## config.mk

```make
export PLATFORM = sky130hd
export DESIGN_NAME = id_ex_stage
export DESIGN_NICKNAME = d
export VERILOG_FILES = /design/src/rtl/id_ex_stage.sv
export SDC_FILE = /design/constraint.sdc
export NUM_CORES = 1
export LEC_CHECK = 0
export CAP_MARGIN = 20
export CORE_MARGIN = 2
export CORE_UTILIZATION = 40
export CTS_BUF_LIST = sky130_fd_sc_hd__clkbuf_16
export DETAILED_ROUTE_END_ITERATION = 7
export HOLD_SLACK_MARGIN = 0.03
export PLACE_DENSITY_LB_ADDON = 0.2
export REMOVE_ABC_BUFFERS = 1
export SETUP_SLACK_MARGIN = 0.15
export SLEW_MARGIN = 20
export SYNTH_ARGS = -nofsm -noshare
export SYNTH_HDL_FRONTEND = slang
export SYNTH_SLANG_ARGS = --single-unit
```

## constraint.sdc

```tcl
create_clock -name clk -period 2.3 [get_ports clk]
set_input_delay 0.23 -clock clk [delete_from_list [all_inputs] [get_ports clk]]
set_output_delay 0.23 -clock clk [all_outputs]
set_load 0.1 [all_outputs]
```

## src/rtl/id_ex_stage.sv

```systemverilog
// ID/EX pipeline register with ALU-control decode and ready/valid handshake.
// Optional writeback bypass into the operands is enabled by defining ID_EX_FORWARD_EN.
module id_ex_stage (
  input  logic        clk,
  input  logic        rst_n,
  input  logic        in_valid,
  output logic        in_ready,
  input  logic        flush,
  input  logic [4:0]  rs_addr,
  input  logic [4:0]  rt_addr,
  input  logic [31:0] read_data1,
  input  logic [31:0] read_data2,
  input  logic [31:0] sign_imm,
  input  logic [4:0]  shamt_in,
  input  logic [5:0]  funct,
  input  logic [1:0]  alu_op,
  input  logic        alu_src,
  input  logic [4:0]  write_reg_in,
  input  logic        reg_write_in,
`ifdef ID_EX_FORWARD_EN
  input  logic        fwd_en,
  input  logic [4:0]  fwd_reg,
  input  logic [31:0] fwd_data,
`endif
  input  logic        out_ready,
  output logic        out_valid,
  output logic [31:0] rs_out,
  output logic [31:0] rt_out,
  output logic [4:0]  shamt_out,
  output logic [3:0]  alu_control,
  output logic [4:0]  write_reg_out,
  output logic        reg_write_out,
  output logic        illegal_op
);

  localparam logic [3:0] ALU_ADD = 4'b0010;
  localparam logic [3:0] ALU_SUB = 4'b0110;
  localparam logic [3:0] ALU_AND = 4'b0000;
  localparam logic [3:0] ALU_NOR = 4'b1100;
  localparam logic [3:0] ALU_SLT = 4'b0111;
  localparam logic [3:0] ALU_SLL = 4'b1110;

  logic        valid_q, valid_d;
  logic [31:0] rs_q, rs_d;
  logic [31:0] rt_q, rt_d;
  logic [4:0]  shamt_q, shamt_d;
  logic [3:0]  alu_ctl_q, alu_ctl_d;
  logic [4:0]  wreg_q, wreg_d;
  logic        regw_q, regw_d;
  logic        ill_q, ill_d;

  logic        load;
  logic [3:0]  dec_ctl;
  logic        dec_ill;
  logic [31:0] rs_val;
  logic [31:0] rt_val;

  assign in_ready = !valid_q | out_ready;
  assign load     = in_valid & in_ready & !flush;

  always_comb begin
    dec_ctl = ALU_ADD;
    dec_ill = 1'b0;
    case (alu_op)
      2'b00: dec_ctl = ALU_ADD;
      2'b01: dec_ctl = ALU_SUB;
      2'b11: dec_ctl = ALU_AND;
      default: begin
        case (funct)
          6'b100000: dec_ctl = ALU_ADD;
          6'b100010: dec_ctl = ALU_SUB;
          6'b100100: dec_ctl = ALU_AND;
          6'b100111: dec_ctl = ALU_NOR;
          6'b101010: dec_ctl = ALU_SLT;
          6'b000000: dec_ctl = ALU_SLL;
          default: begin
            dec_ctl = ALU_ADD;
            dec_ill = 1'b1;
          end
        endcase
      end
    endcase
  end

`ifdef ID_EX_FORWARD_EN
  // Register 0 is never bypassed: it is hardwired to zero in the file.
  assign rs_val = (fwd_en && fwd_reg != 5'd0 && fwd_reg == rs_addr) ? fwd_data : read_data1;
  assign rt_val = (fwd_en && fwd_reg != 5'd0 && fwd_reg == rt_addr) ? fwd_data : read_data2;
`else
  assign rs_val = read_data1;
  assign rt_val = read_data2;
`endif

  always_comb begin
    valid_d   = valid_q;
    rs_d      = rs_q;
    rt_d      = rt_q;
    shamt_d   = shamt_q;
    alu_ctl_d = alu_ctl_q;
    wreg_d    = wreg_q;
    regw_d    = regw_q;
    ill_d     = ill_q;
    if (flush) begin
      valid_d = 1'b0;
      regw_d  = 1'b0;
      ill_d   = 1'b0;
    end else if (load) begin
      valid_d   = 1'b1;
      rs_d      = rs_val;
      rt_d      = alu_src ? sign_imm : rt_val;
      shamt_d   = shamt_in;
      alu_ctl_d = dec_ctl;
      wreg_d    = write_reg_in;
      regw_d    = reg_write_in & (write_reg_in != 5'd0) & !dec_ill;
      ill_d     = dec_ill;
    end else if (out_ready) begin
      valid_d = 1'b0;
    end
  end

  always_ff @(posedge clk or negedge rst_n) begin
    if (!rst_n) begin
      valid_q   <= 1'b0;
      rs_q      <= '0;
      rt_q      <= '0;
      shamt_q   <= '0;
      alu_ctl_q <= ALU_ADD;
      wreg_q    <= '0;
      regw_q    <= 1'b0;
      ill_q     <= 1'b0;
    end else begin
      valid_q   <= valid_d;
      rs_q      <= rs_d;
      rt_q      <= rt_d;
      shamt_q   <= shamt_d;
      alu_ctl_q <= alu_ctl_d;
      wreg_q    <= wreg_d;
      regw_q    <= regw_d;
      ill_q     <= ill_d;
    end
  end

  assign out_valid     = valid_q;
  assign rs_out        = rs_q;
  assign rt_out        = rt_q;
  assign shamt_out     = shamt_q;
  assign alu_control   = alu_ctl_q;
  assign write_reg_out = wreg_q;
  assign reg_write_out = regw_q;
  assign illegal_op    = ill_q;

endmodule

```

# Word-level counts from Yosys, hierarchy flattened
# Index checks and enable logic that the tools add are counted.
# W data, S select, Z words.
[op_classes]
muxes = 12
eq_ne = 7
n_reduce_logical = 11
bitwise_logic = 6
[ops]
columns = ["op", "count"]
rows = [
  ["$mux W32", 1],
  ["$eq A6 B6 Y1 const B", 5],
  ["$pmux W4 S5", 1],
  ["$pmux W4 S3", 1],
  ["$mux W1", 9],
  ["$logic_not A6 Y1", 1],
  ["$reduce_or A6 Y1", 1],
  ["$reduce_bool A5 Y1", 1],
  ["$and A1 B1 Y1", 4],
  ["$logic_not A1 Y1", 3],
  ["$reduce_bool A3 Y1", 1],
  ["$reduce_or A3 Y1", 1],
  ["$eq A2 B1 Y1 const B", 1],
  ["$eq A2 B2 Y1 const B", 1],
  ["$logic_not A2 Y1", 1],
  ["$reduce_and A2 Y1", 1],
  ["$reduce_bool A2 Y1", 1],
  ["$not A1 Y1", 1],
  ["$or A1 B1 Y1", 1],
]
[totals]
word_cells = 44
output_inout_bits = 82
ff_bits = 81

# Depth between registers and ports, before layout
# Gate-level depths: netlist of run 1.
[logic_depth]
depth_word = 8
mapped_depth = 7

# Worst setup path before layout of run 1
# Ideal clock, no wire load.
[synth_path]
path_type = "register to register"
from = "register valid_q (netlist: out_valid)"
to = "register rs_q[24] (netlist: rs_out[24])"
setup_ns = 0.068
path_buffers = 3
required_time_ns = 2.232
setup_slack_ns = -0.499
path_stages_with_launch = 8
period_less_slack_ns = 2.799
arrival_time_ns = 2.731
path_cell_list = "dfrtp_1 -> nand2b_1 -> nand3b_1 -> buf_2 -> buf_2 -> buf_2 -> nand2_1 -> nand2_1"
[synth_between]
elab_chain_cells = 5
[synth_lines]
columns = ["element", "line_no", "rtl"]
rows = [
  ["start, declared", "43", "logic valid_q, valid_d;"],
  ["start signal, assigned", "132", "valid_q <= valid_d;"],
  ["$logic_not A1 Y1", "58", "assign in_ready = !valid_q | out_ready;"],
  ["$or A1 B1 Y1", "58", ""],
  ["named net in_ready", "7", "output logic in_ready,"],
  ["$and A1 B1 Y1 (2 in series)", "59", "assign load = in_valid & in_ready & !flush;"],
  ["$reduce_and A2 Y1 (no source line)", "-", ""],
  ["end signal, assigned", "133", "rs_q <= rs_d;"],
  ["end, declared", "44", "logic [31:0] rs_q, rs_d;"],
]
# The timed path passes the listed nets, and every way through them passes these cells.
# A chain may end at the register's enable or synchronous reset.

# Worst setup path in the final report of run 1
[layout_path]
from = "input funct[1]"
to = "register ill_q (netlist: illegal_op)"
[layout_between]
elab_chain_cells = 6
[layout_lines]
columns = ["element", "line_no", "rtl"]
rows = [
  ["start, declared", "15", "input logic [5:0] funct,"],
  ["$eq A6 B6 Y1 / $logic_not A6 Y1 (equally long branches)", "69", "case (funct)"],
  ["$reduce_or A6 Y1 (no source line) (*)", "-", ""],
  ["$mux W1 (*)", "69", ""],
  ["$mux W1 (*)", "64", "case (alu_op)"],
  ["$mux W1 (*)", "107", "end else if (load) begin"],
  ["$mux W1 (*)", "103", "if (flush) begin"],
  ["end signal, assigned", "139", "ill_q <= ill_d;"],
  ["end, declared", "50", "logic ill_q, ill_d;"],
]
# Every way passes the cells marked *; elsewhere a longest branch is shown, timed or not. The select of a mux whose other input is x is not followed.

==> results of run 1 <==
## sequential cells by signal, indices dropped and copies added (netlist names)
signal and cells:
rs_out 32, rt_out 32, shamt_out 5, write_reg_out 5, alu_control 4, illegal_op 1
out_valid 1, reg_write_out 1
## logic make-up after synthesis
group                  synth area share
AND/OR/NAND/NOR                  0.2177
flip-flops                       0.5841
AO/OA/AOI/OAI                   0.07027
multiplexers                    0.09550
buffers and inverters           0.02991
XOR/XNOR                       0.002523
## repair_timing
action | in CTS | in global routing
buffers inserted | 0 | 0
endpoints found under the hold margin | 33 | 0
hold buffers | 1 | 0
## power by group
| part | internal, mW | switching (mW) | total (mW) |
|---|---|---|---|
| Combinational | 0.570 | 1.90 | 2.47 |
| Clock | 0.719 | 0.560 | 1.28 |
| Sequential | 1.63 | 0.108 | 1.74 |
| Total | 2.92 | 2.56 | 5.49 |
## through the flow
stage                     std cells  area (um2)
after detailed placement        657        5409
after global routing            674        5683
after global placement          657        5409
after floorplan                 343        3372
final                           674        5683
after CTS                       674        5683
## path summary, 6_finish.rpt
path                       cells past startpoint                    endpoint              startpoint  slack (ns)
hold / removal                                 2      rs_out[22]$_DFFE_PN0P_                   rst_n        0.40
max in group asynchronous                      3  alu_control[1]$_DFFE_PN1P_                   rst_n        1.24
setup reg to reg                               5   reg_write_out$_DFFE_PN0P_   out_valid$_DFFE_PN0P_        0.85
setup / recovery                               5      illegal_op$_DFFE_PN0P_                funct[1]        0.68
hold reg to reg                                2      rs_out[12]$_DFFE_PN0P_  rs_out[12]$_DFFE_PN0P_        0.47
min in group clk                               3       rs_out[4]$_DFFE_PN0P_           read_data1[4]        0.42
## placed cells by master, fill, tap and decap left out, drive strengths merged, types with 2 or more instances in the layout
cell type and n:
a211oi 2, buf 91, clkbuf 9, clkdlybuf4s50 118, clkinv 5, dfrtp 80
inv 2, mux2i 32, nand2 165, nand2b 2, nand3b 2, nand4 2
nor2 2, nor3b 2, nor4 2, o211ai 2, o21ai 35, or4 3
## routing by layer
layer	vias to the layer above	global-route usage
li1	1586	-
met1	1466	0.2584
met2	138	0.3456
met3	10	0.06331
met4	0	0.06176
met5	-	0
## worst max-delay path: cells and delay by family
| kind | cells | cell delay, ns |
|---|---|---|
| simple gates | 1 | 0.54 |
| buf+inv | 1 | 0.54 |
| compound gates | 3 | 0.52 |
## area by class of cell
| class | instances | area share |
|---|---|---|
| clock inverter | 7 | 0.006825 |
| multi-input combinational | 261 | 0.2369 |
| timing repair buffer | 210 | 0.3360 |
| clock buffer | 9 | 0.03963 |
| inverter | 1 | 0.0006605 |
| sequential | 81 | 0.3569 |
| tap | 105 | 0.02312 |
==> summary.md, run 1 <==
| Metric | Value |
|---|---|
| Core Area | 0.008299 mm2 |
| Critical-path cell list | clkdlybuf4s50_1 -> or4_1 -> o21ai_0 -> a211oi_1 -> a22o_1 |
| Clock slew at reported path FFs | around 0.06 ns |
| Area leader, netlist | dfrtp_1 |
| Startpoint types | primary input |
| Hold WS | around 0.40 ns |
| Final wirelength | between 9 and 10 mm |
| Post-DP HPWL | slightly above 7 mm |
| Synth unique cells | 32 |
| Max-slew violations | 0 |
| FF/Latch Area | just over 0.002 mm2 |
| Cell with the most instances after synthesis | nand2_1 |
| Initial Utilization | 0.4184 |
| Gpl congestion | around 0.83 |
| First-pass DRT Iterations | 4 |
| Clock tree buffer depth | 2 |
| Post-Syn Area | 0.003472 mm2 |
| Outcome | complete, no violations |
| N_diodes | 0 |
| Clk Latency, worst-skew pair | between 0.3 and 0.4 ns |
| Final net count | 695 |
| Total GRT Usage | 0.2066 |
| Area growth syn-to-layout | 63.68% |
| Via-to-Cell Ratio | approximately 4.7 |
| Number of synthesized register bits | 81 |
| Initial drt markers | 110 |
| Drt wl/cell | about 14 um |
| Final Total Pwr | 5.485 mW |
| Slew headroom | 0.5905 |
| Tcrit/Tclk final | 0.7052 |
| Met3 wire length | 897 um |
| Clk_skew | just under 0.01 ns |
| Antenna Nets Post-Route | 0 |
| Grt total ovfl | 0 |
| Sequential cell area fraction in the yosys report | 0.5841 |
| Slowest-stage cell, CP | clkdlybuf4s50_1 |
| Top-level port count | 213 |
| Setup violators final | 0 |
| Uppermost layer routed | met4 |
| Hold WC Path Type | primary input to async pin |
| Largest net degree at the start of global routing | 82 |
| Max Freq | between 600 and 700 MHz |
| Pleak | 2.833 nW |
| Largest cells by area after synthesis | dfrtp_1 58%, nand2_1 18%, mux2i_1 9.2% |
| EDFF count, synth | 0 |
| Drc violations | 0 |
| VDD IR-drop max | about 0.46 mV |
| Worst endpoint required time | 2.51 ns |
| Width of the die | roughly 100 um |
| WL met1 | just over 4 mm |
| PwrDens | between 900 and 1000 mW/mm2 |
| Cells after synthesis | 365 |
| RSZ-0062 raised after global routing | no |
| Initial antenna violation count | 0 |
| IO Port Bufs | 202 |
| Commonest register cell after synthesis | dfrtp_1 |
| Final hold vios | 0 |
| TNS Setup | 0 ns |
| CP Class | primary input to flip-flop |
| Multi-input logic area | around 0.0013 mm2 |
| Crit-path max FO | 8 |
| Root Buffer | clkbuf_16 |
| Top-area cell type share of the netlist area | 0.5766 |
| Rows | 33 |
| Syn Area/Cell | roughly 9.5 um2 |
| Worst endpoint data arrival time | 1.83 ns |
| Clock Sink Count | 81 |
| Max H-tree Level | 3 |
| Fill count | approximately 700 |
| Final Core Density | 0.6848 |
| Cts repair resizes | 0 |
| Maxcap violations | 0 |
| Die Area | roughly 0.0094 mm2 |
| Synth top cells by count | 165 x nand2_1, 80 x dfrtp_1, 34 x o21ai_0, 32 x mux2i_1, 13 x clkbuf_1 |
| CP max stage delay | between 0.5 and 0.6 ns |
| Die H | 97.17 um |
| Layout cells sized above 1 | 0.1986 |
| Slew @ Worst Pin | around 0.61 ns |
| Critical path capture point type | flip-flop |
| TritonCTS clock tree | built |
| Async SR Flop Fraction | 1.000 |
| Synthesis Warnings | 0 |
| Minimum clock period | between 1.5 and 2 ns |
| Vias in the first global route | 3,109 |
| Pre-CTS setup slack | 0.3543 ns |
| First-pass GRT wire length | ~16 mm |
| Via count | about 3,200 |
| CTS buffer count | 9 |
| Met2 routed wirelength | between 4 and 5 mm |
| Final setup margin | ~0.68 ns |
Power figures use the tool's default switching activity.
==> inputs of run 2 (changes only) <==
--- a/config.mk
+++ b/config.mk
@@ -7,7 +7,7 @@
 export LEC_CHECK = 0
 export CAP_MARGIN = 20
 export CORE_MARGIN = 2
-export CORE_UTILIZATION = 40
+export CORE_UTILIZATION = 37
 export CTS_BUF_LIST = sky130_fd_sc_hd__clkbuf_16
 export DETAILED_ROUTE_END_ITERATION = 7
 export HOLD_SLACK_MARGIN = 0.03
==> constraint.sdc (replaced) <==
create_clock -name clk -period 1.5 [get_ports clk]
set_input_delay 0.15 -clock clk [delete_from_list [all_inputs] [get_ports clk]]
set_output_delay 0.15 -clock clk [all_outputs]
set_load 0.1 [all_outputs]
==> run 2 against run 1 <==
Critical path depth rose by 1. Clock-buffer cell count unchanged. Hold slack worse by 0.072 ns. Clock skew shrank 0.00087 ns. Critical path type unchanged. Critical endpoint unchanged. Via count up 5.7%. Power is 76% higher.
==> summary.md, run 2 (synthesis results as in run 1) <==
| Metric | Value |
|---|---|
| Final setup margin | 0.1451 ns |
| Grt total ovfl | 0 |
| Final Core Density | 0.7627 |
| Post-DP HPWL | just over 8 mm |
| Commonest non-fill, non-tap cell in the layout | nand2_1 |
| Clock Sink Count | 81 |
| Setup crit end | illegal_op$_DFFE_PN0P_ |
| Clock tree buffer depth | 2 |
| Core Area | a little over 0.009 mm2 |
| Tcrit/Tclk final | 0.9033 |
| Crit. Startpoint | funct[3] |
| Clk_skew | around 0.0089 ns |
| First-pass GRT wire length | roughly 17 mm |
| Final hold vios | 0 |
| Internal | 5.525 mW |
| Via-to-Cell Ratio | about 4.8 |
| Multi-input logic area | approximately 0.0014 mm2 |
| CP Class | primary input to flip-flop |
| Clk Latency, worst-skew pair | between 0.3 and 0.4 ns |
| Via count | about 3,400 |
| End of the worst register-to-register path | reg_write_out$_DFFE_PN0P_ |
| Maxcap violations | 0 |
| Cells after DPL | 677 |
| P_sw | 4.151 mW |
| N_diodes | 0 |
| Max Freq | 738.1 MHz |
| Max H-tree Level | 3 |
| WL met1 | 4.247 mm |
| Worst endpoint required time | roughly 1.7 ns |
| Critical path capture point type | flip-flop |
| Worst endpoint data arrival time | roughly 1.6 ns |
| RSZ-0062 raised after global routing | yes |
| TritonCTS clock tree | built |
| Outcome | complete, no violations |
| Flop-to-flop setup slack | about 0.16 ns |
| Total GRT Usage | 0.2101 |
| CTS buffer count | 9 |
| Final Total Pwr | a little under 10 mW |
| Die H | between 100 and 150 um |
| Antenna Nets Post-Route | 0 |
| FF/Latch Area | 0.002028 mm2 |
| Final wirelength | 10.96 mm |
| Met2 routed wirelength | around 5.5 mm |
| Max-slew violations | 0 |
| Root Buffer | clkbuf_16 |
| Pre-CTS setup slack | -0.2700 ns |
| VDD IR-drop max | slightly above 0.7 mV |
| Worst Reg-to-Reg Cells | 5 |
| Slew headroom | 0.6953 |
| Width of the die | between 100 and 150 um |
| Setup violators final | 0 |
| Initial drt markers | between 70 and 80 |
| First-pass DRT Iterations | 4 |
| Top-level port count | between 200 and 250 |
| Seq pwr share | 0.294 |
| Gpl congestion | around 0.8 |
| Non-filler instance count after layout | 702 |
| Pleak | about 3.3 nW |
| Final net count | 717 |
| Initial Utilization | 0.3794 |
| Die Area | between 0.01 and 0.015 mm2 |
| Initial antenna violation count | 0 |
| Slew @ Worst Pin | between 0.4 and 0.5 ns |
| Fill count | 616 |
| Met3 wire length | just over 1 mm |
| Clock share of power | 0.221 |
| Area growth syn-to-layout | 101.0% |
| Drt wl/cell | between 15 and 20 um |
| Gate power share | 0.485 |
| Vias in the first global route | ~3,400 |
| Drc violations | 0 |
| Uppermost layer routed | met4 |
| IO Port Bufs | around 200 |
| Clock slew at reported path FFs | approximately 0.06 ns |
| Switching share of power | 0.4290 |
| Hold WC Path Type | primary input to async pin |
| Crit-path max FO | 4 |
| PwrDens | between 1000 and 1500 mW/mm2 |
| Largest net degree at the start of global routing | 54 |
| Rows | 35 |
| Minimum clock period | between 1 and 1.5 ns |
| Layout cells sized above 1 | 0.2318 |
| Worst r2r src | out_valid$_DFFE_PN0P_ |
| Most frequent cells in the layout | 165 x nand2_1, 115 x clkdlybuf4s50_1, 87 x buf_12 |
| Startpoint types | primary input |
==> run 2: worst min path at each step <==
stage                from                         end  slack, ns
floorplan           rst_n  alu_control[0]$_DFFE_PN0P_      -0.15
global placement    rst_n      rt_out[22]$_DFFE_PN0P_       0.13
detailed placement  rst_n      rt_out[22]$_DFFE_PN0P_       0.13
CTS                 rst_n      rt_out[21]$_DFFE_PN0P_       0.33
global route        rst_n      rt_out[21]$_DFFE_PN0P_       0.35
finish              rst_n      rt_out[21]$_DFFE_PN0P_       0.33
==> run 2: power by group through the flow <==
stage	clock, mW	sequential (mW)	combinational, mW
after floorplan	0	5.03	0.376
after global placement	0	2.87	4.63
after detailed placement	0	2.89	4.67
after CTS	2.20	2.85	4.68
after global routing	2.30	2.88	4.84
final	2.14	2.84	4.69
==> run 2: repair_timing <==
action                     4_1_cts  5_1_grt
setup buffers                    1        6
setup endpoints to repair       15       81
resized for setup                6        6
cloned                           0        1
hold buffers                     1        0
pin swaps                        2        4
hold endpoints to repair        31        0
==> run 2: critical path, stage by stage <==
cell and delay [ns]:
clkdlybuf4s50_1 0.41, buf_4 0.14, buf_4 0.14, nor4_1 0.33
a211oi_1 0.13, a22o_1 0.26
==> run 2: final cells by class <==
cell class	instances	share of cell area
clock inverters	7	0.009858
flip-flops and latches	81	0.2906
repair buffers	232	0.4524
multi-input cells	261	0.1945
clock buffers	9	0.03226
well taps	111	0.01990
inverters	1	0.0005377
==> run 2: metrics by stage <==
stage | instance area, um2 | hold WS [ns] | setup TNS (ns)
after floorplan | 3372 | -0.1456 | -215.30
after global placement | 6560 | 0.1264 | -1.088
after CTS | 6877 | 0.3335 | 0
after global routing | 6980 | 0.3480 | 0
final | 6980 | 0.3277 | 0
after detailed placement | 6560 | 0.1276 | -2.763
==> run 2: per-layer routing <==
metal / track usage / vias up
met5: 0 / -
met4: 0.06428 / 0
met3: 0.07212 / 13
met2: 0.3723 / 142
met1: 0.2380 / 1595
li1: - / 1633
==> inputs of run 3 (changes only) <==
--- a/config.mk
+++ b/config.mk
@@ -10,6 +10,7 @@
 export CORE_UTILIZATION = 37
 export CTS_BUF_LIST = sky130_fd_sc_hd__clkbuf_16
 export DETAILED_ROUTE_END_ITERATION = 7
+export GPL_ROUTABILITY_DRIVEN = 0
 export HOLD_SLACK_MARGIN = 0.03
 export PLACE_DENSITY_LB_ADDON = 0.2
 export REMOVE_ABC_BUFFERS = 1
@@ -18,3 +19,4 @@
 export SYNTH_ARGS = -nofsm -noshare
 export SYNTH_HDL_FRONTEND = slang
 export SYNTH_SLANG_ARGS = --single-unit
+export TNS_END_PERCENT = 10
==> run 3 against run 2 <==
Largest power group unchanged. First-iteration DRC count up 8.5%. Clock power is essentially flat. Final area about the same. Cell count did not move. Hold slack better by 0.0049 ns. Power is essentially flat. Sequential power barely moved. Combinational power about the same. Largest cell class unchanged. Via count decreased by 0.15%. Critical path type unchanged. Routed wire length is 0.26% lower.
==> summary.md, run 3 (synthesis results as in run 1) <==
| Metric | Value |
|---|---|
| Maxcap violations | 0 |
| CP max stage delay | between 0.4 and 0.5 ns |
| TritonCTS clock tree | built |
| TNS Setup | 0 ns |
| Rows | 35 |
| Hold WC Path Type | primary input to async pin |
| Internal | roughly 5.5 mW |
| Cell Area, Placed | 0.006560 mm2 |
| Switching share of power | 0.4294 |
| Max-slew violations | 0 |
| Grt total ovfl | 0 |
| Slew @ Worst Pin | between 0.4 and 0.5 ns |
| Non-filler instance count after layout | ~700 |
| Critical path capture point type | flip-flop |
| Hold WS | ~0.33 ns |
| Crit-path max FO | 2 |
| Setup violators final | 0 |
| Clock slew at reported path FFs | ~0.06 ns |
| Cells after DPL | ~680 |
| PwrDens | roughly 1400 mW/mm2 |
| Largest net degree at the start of global routing | 54 |
| Post-DP HPWL | slightly above 8 mm |
| Commonest non-fill, non-tap cell in the layout | nand2_1 |
| Worst endpoint data arrival time | roughly 1.6 ns |
| VDD IR-drop max | around 0.7 mV |
| Final Total Pwr | slightly below 10 mW |
| Final wirelength | 10.93 mm |
| Worst endpoint required time | 1.76 ns |
| IO Port Bufs | between 200 and 250 |
| Antenna Nets Post-Route | 0 |
| Max H-tree Level | 3 |
| Seq pwr share | 0.294 |
| Clk Latency, worst-skew pair | 0.33 ns |
| Initial Utilization | 0.3794 |
| Pre-CTS setup slack | -0.2700 ns |
| N_diodes | 0 |
| Root Buffer | clkbuf_16 |
| Die Area | just over 0.01 mm2 |
| Core Area | 0.009153 mm2 |
| Clk_skew | 0.009419 ns |
| Clock Sink Count | 81 |
| Layout cells sized above 1 | 0.2318 |
| Via-to-Cell Ratio | 4.812 |
| Most frequent cells in the layout | 165 x nand2_1, 115 x clkdlybuf4s50_1, 87 x buf_12 |
| Initial antenna violation count | 0 |
| Width of the die | 100.9 um |
| Gate power share | 0.484 |
| Clock tree buffer depth | 2 |
| Area growth syn-to-layout | 100.9% |
| Final hold vios | 0 |
| Final setup margin | approximately 0.15 ns |
| Outcome | complete, no violations |
| Pleak | 3.311 nW |
| Drc violations | 0 |
| Clock share of power | 0.222 |
| Total GRT Usage | 0.2083 |
| Via count | about 3,400 |
| Critical-path cell list | clkdlybuf4s50_1 -> buf_4 -> nor2_1 -> mux2_2 -> a211oi_1 -> a22o_1 |
| First-pass DRT Iterations | 4 |
| Minimum clock period | ~1.3 ns |
| Vias in the first global route | between 3,000 and 4,000 |
| Crit path buffers/inverters | 2 |
| Final net count | 717 |
| Die H | around 100 um |
| Drt wl/cell | approximately 16 um |
| Top-level port count | 213 |
| CTS buffer count | 9 |
| P_sw | 4.157 mW |
| Startpoint types | primary input |
| Final Cell Area | 0.006977 mm2 |
| RSZ-0062 raised after global routing | yes |
| First-pass GRT wire length | between 15 and 20 mm |
| CP top delay family | buffers and inverters |
| Final Core Density | 0.7623 |
| Slew headroom | 0.6946 |
| CP Class | primary input to flip-flop |
| Initial drt markers | between 70 and 80 |
| Max Freq | between 700 and 800 MHz |
| Slowest-stage cell, CP | clkdlybuf4s50_1 |
| Tcrit/Tclk final | 0.8987 |
-- run 3: cell count changes in the layout (fill, tap and decap cells not counted) --
| cell | change |
|---|---|
| buf_4 | +1 |
| buf_6 | -1 |
-- run 3: per-layer routing --
layer	global-route usage	part of all wire
met4	0.06428	0.013
met3	0.07212	0.092
met1	0.2362	0.39
met2	0.3682	0.51
met5	0	0
-- run 3: power groups by stage --
stage	sequential (mW)	combinational (mW)	clock [mW]
floorplan	5.03	0.376	0
global placement	2.87	4.63	0
detailed placement	2.89	4.67	0
CTS	2.85	4.68	2.20
global route	2.88	4.84	2.29
finish	2.84	4.69	2.15
-- run 3: final cells by class --
type                    instances  area (um2)
clock buffers                   9       225.2
clock inverters                 7       68.82
fillers                       616        2176
inverters                       1       3.754
multi-input cells             261        1358
flip-flops and latches         81        2028
well taps                     111       138.9
repair buffers                232        3154
-- run 3: path summary, 6_finish.rpt --
| check | from | slack, ns | cells past startpoint | endpoint |
|---|---|---|---|---|
| worst max-delay path | funct[3] | 0.15 | 6 | illegal_op$_DFFE_PN0P_ |
| min in group clk | funct[1] | 0.35 | 5 | alu_control[3]$_DFFE_PN0P_ |
| worst max register to register | out_valid$_DFFE_PN0P_ | 0.17 | 5 | reg_write_out$_DFFE_PN0P_ |
| worst min-delay path | rst_n | 0.33 | 2 | rt_out[21]$_DFFE_PN0P_ |
| worst min register to register | shamt_out[1]$_DFFE_PN0P_ | 0.54 | 2 | shamt_out[1]$_DFFE_PN0P_ |
| max in group asynchronous | rst_n | 0.52 | 3 | rt_out[24]$_DFFE_PN0P_ |
-- run 3: repair_timing --
| action | in CTS | in global routing |
|---|---|---|
| pin swaps | 2 | 3 |
| hold buffers | 1 | 0 |
| gates cloned | 0 | 1 |
| resized for setup | 6 | 5 |
| setup buffers | 0 | 7 |
| setup endpoints to repair | 15 | 81 |
| hold endpoints to repair | 31 | 0 |
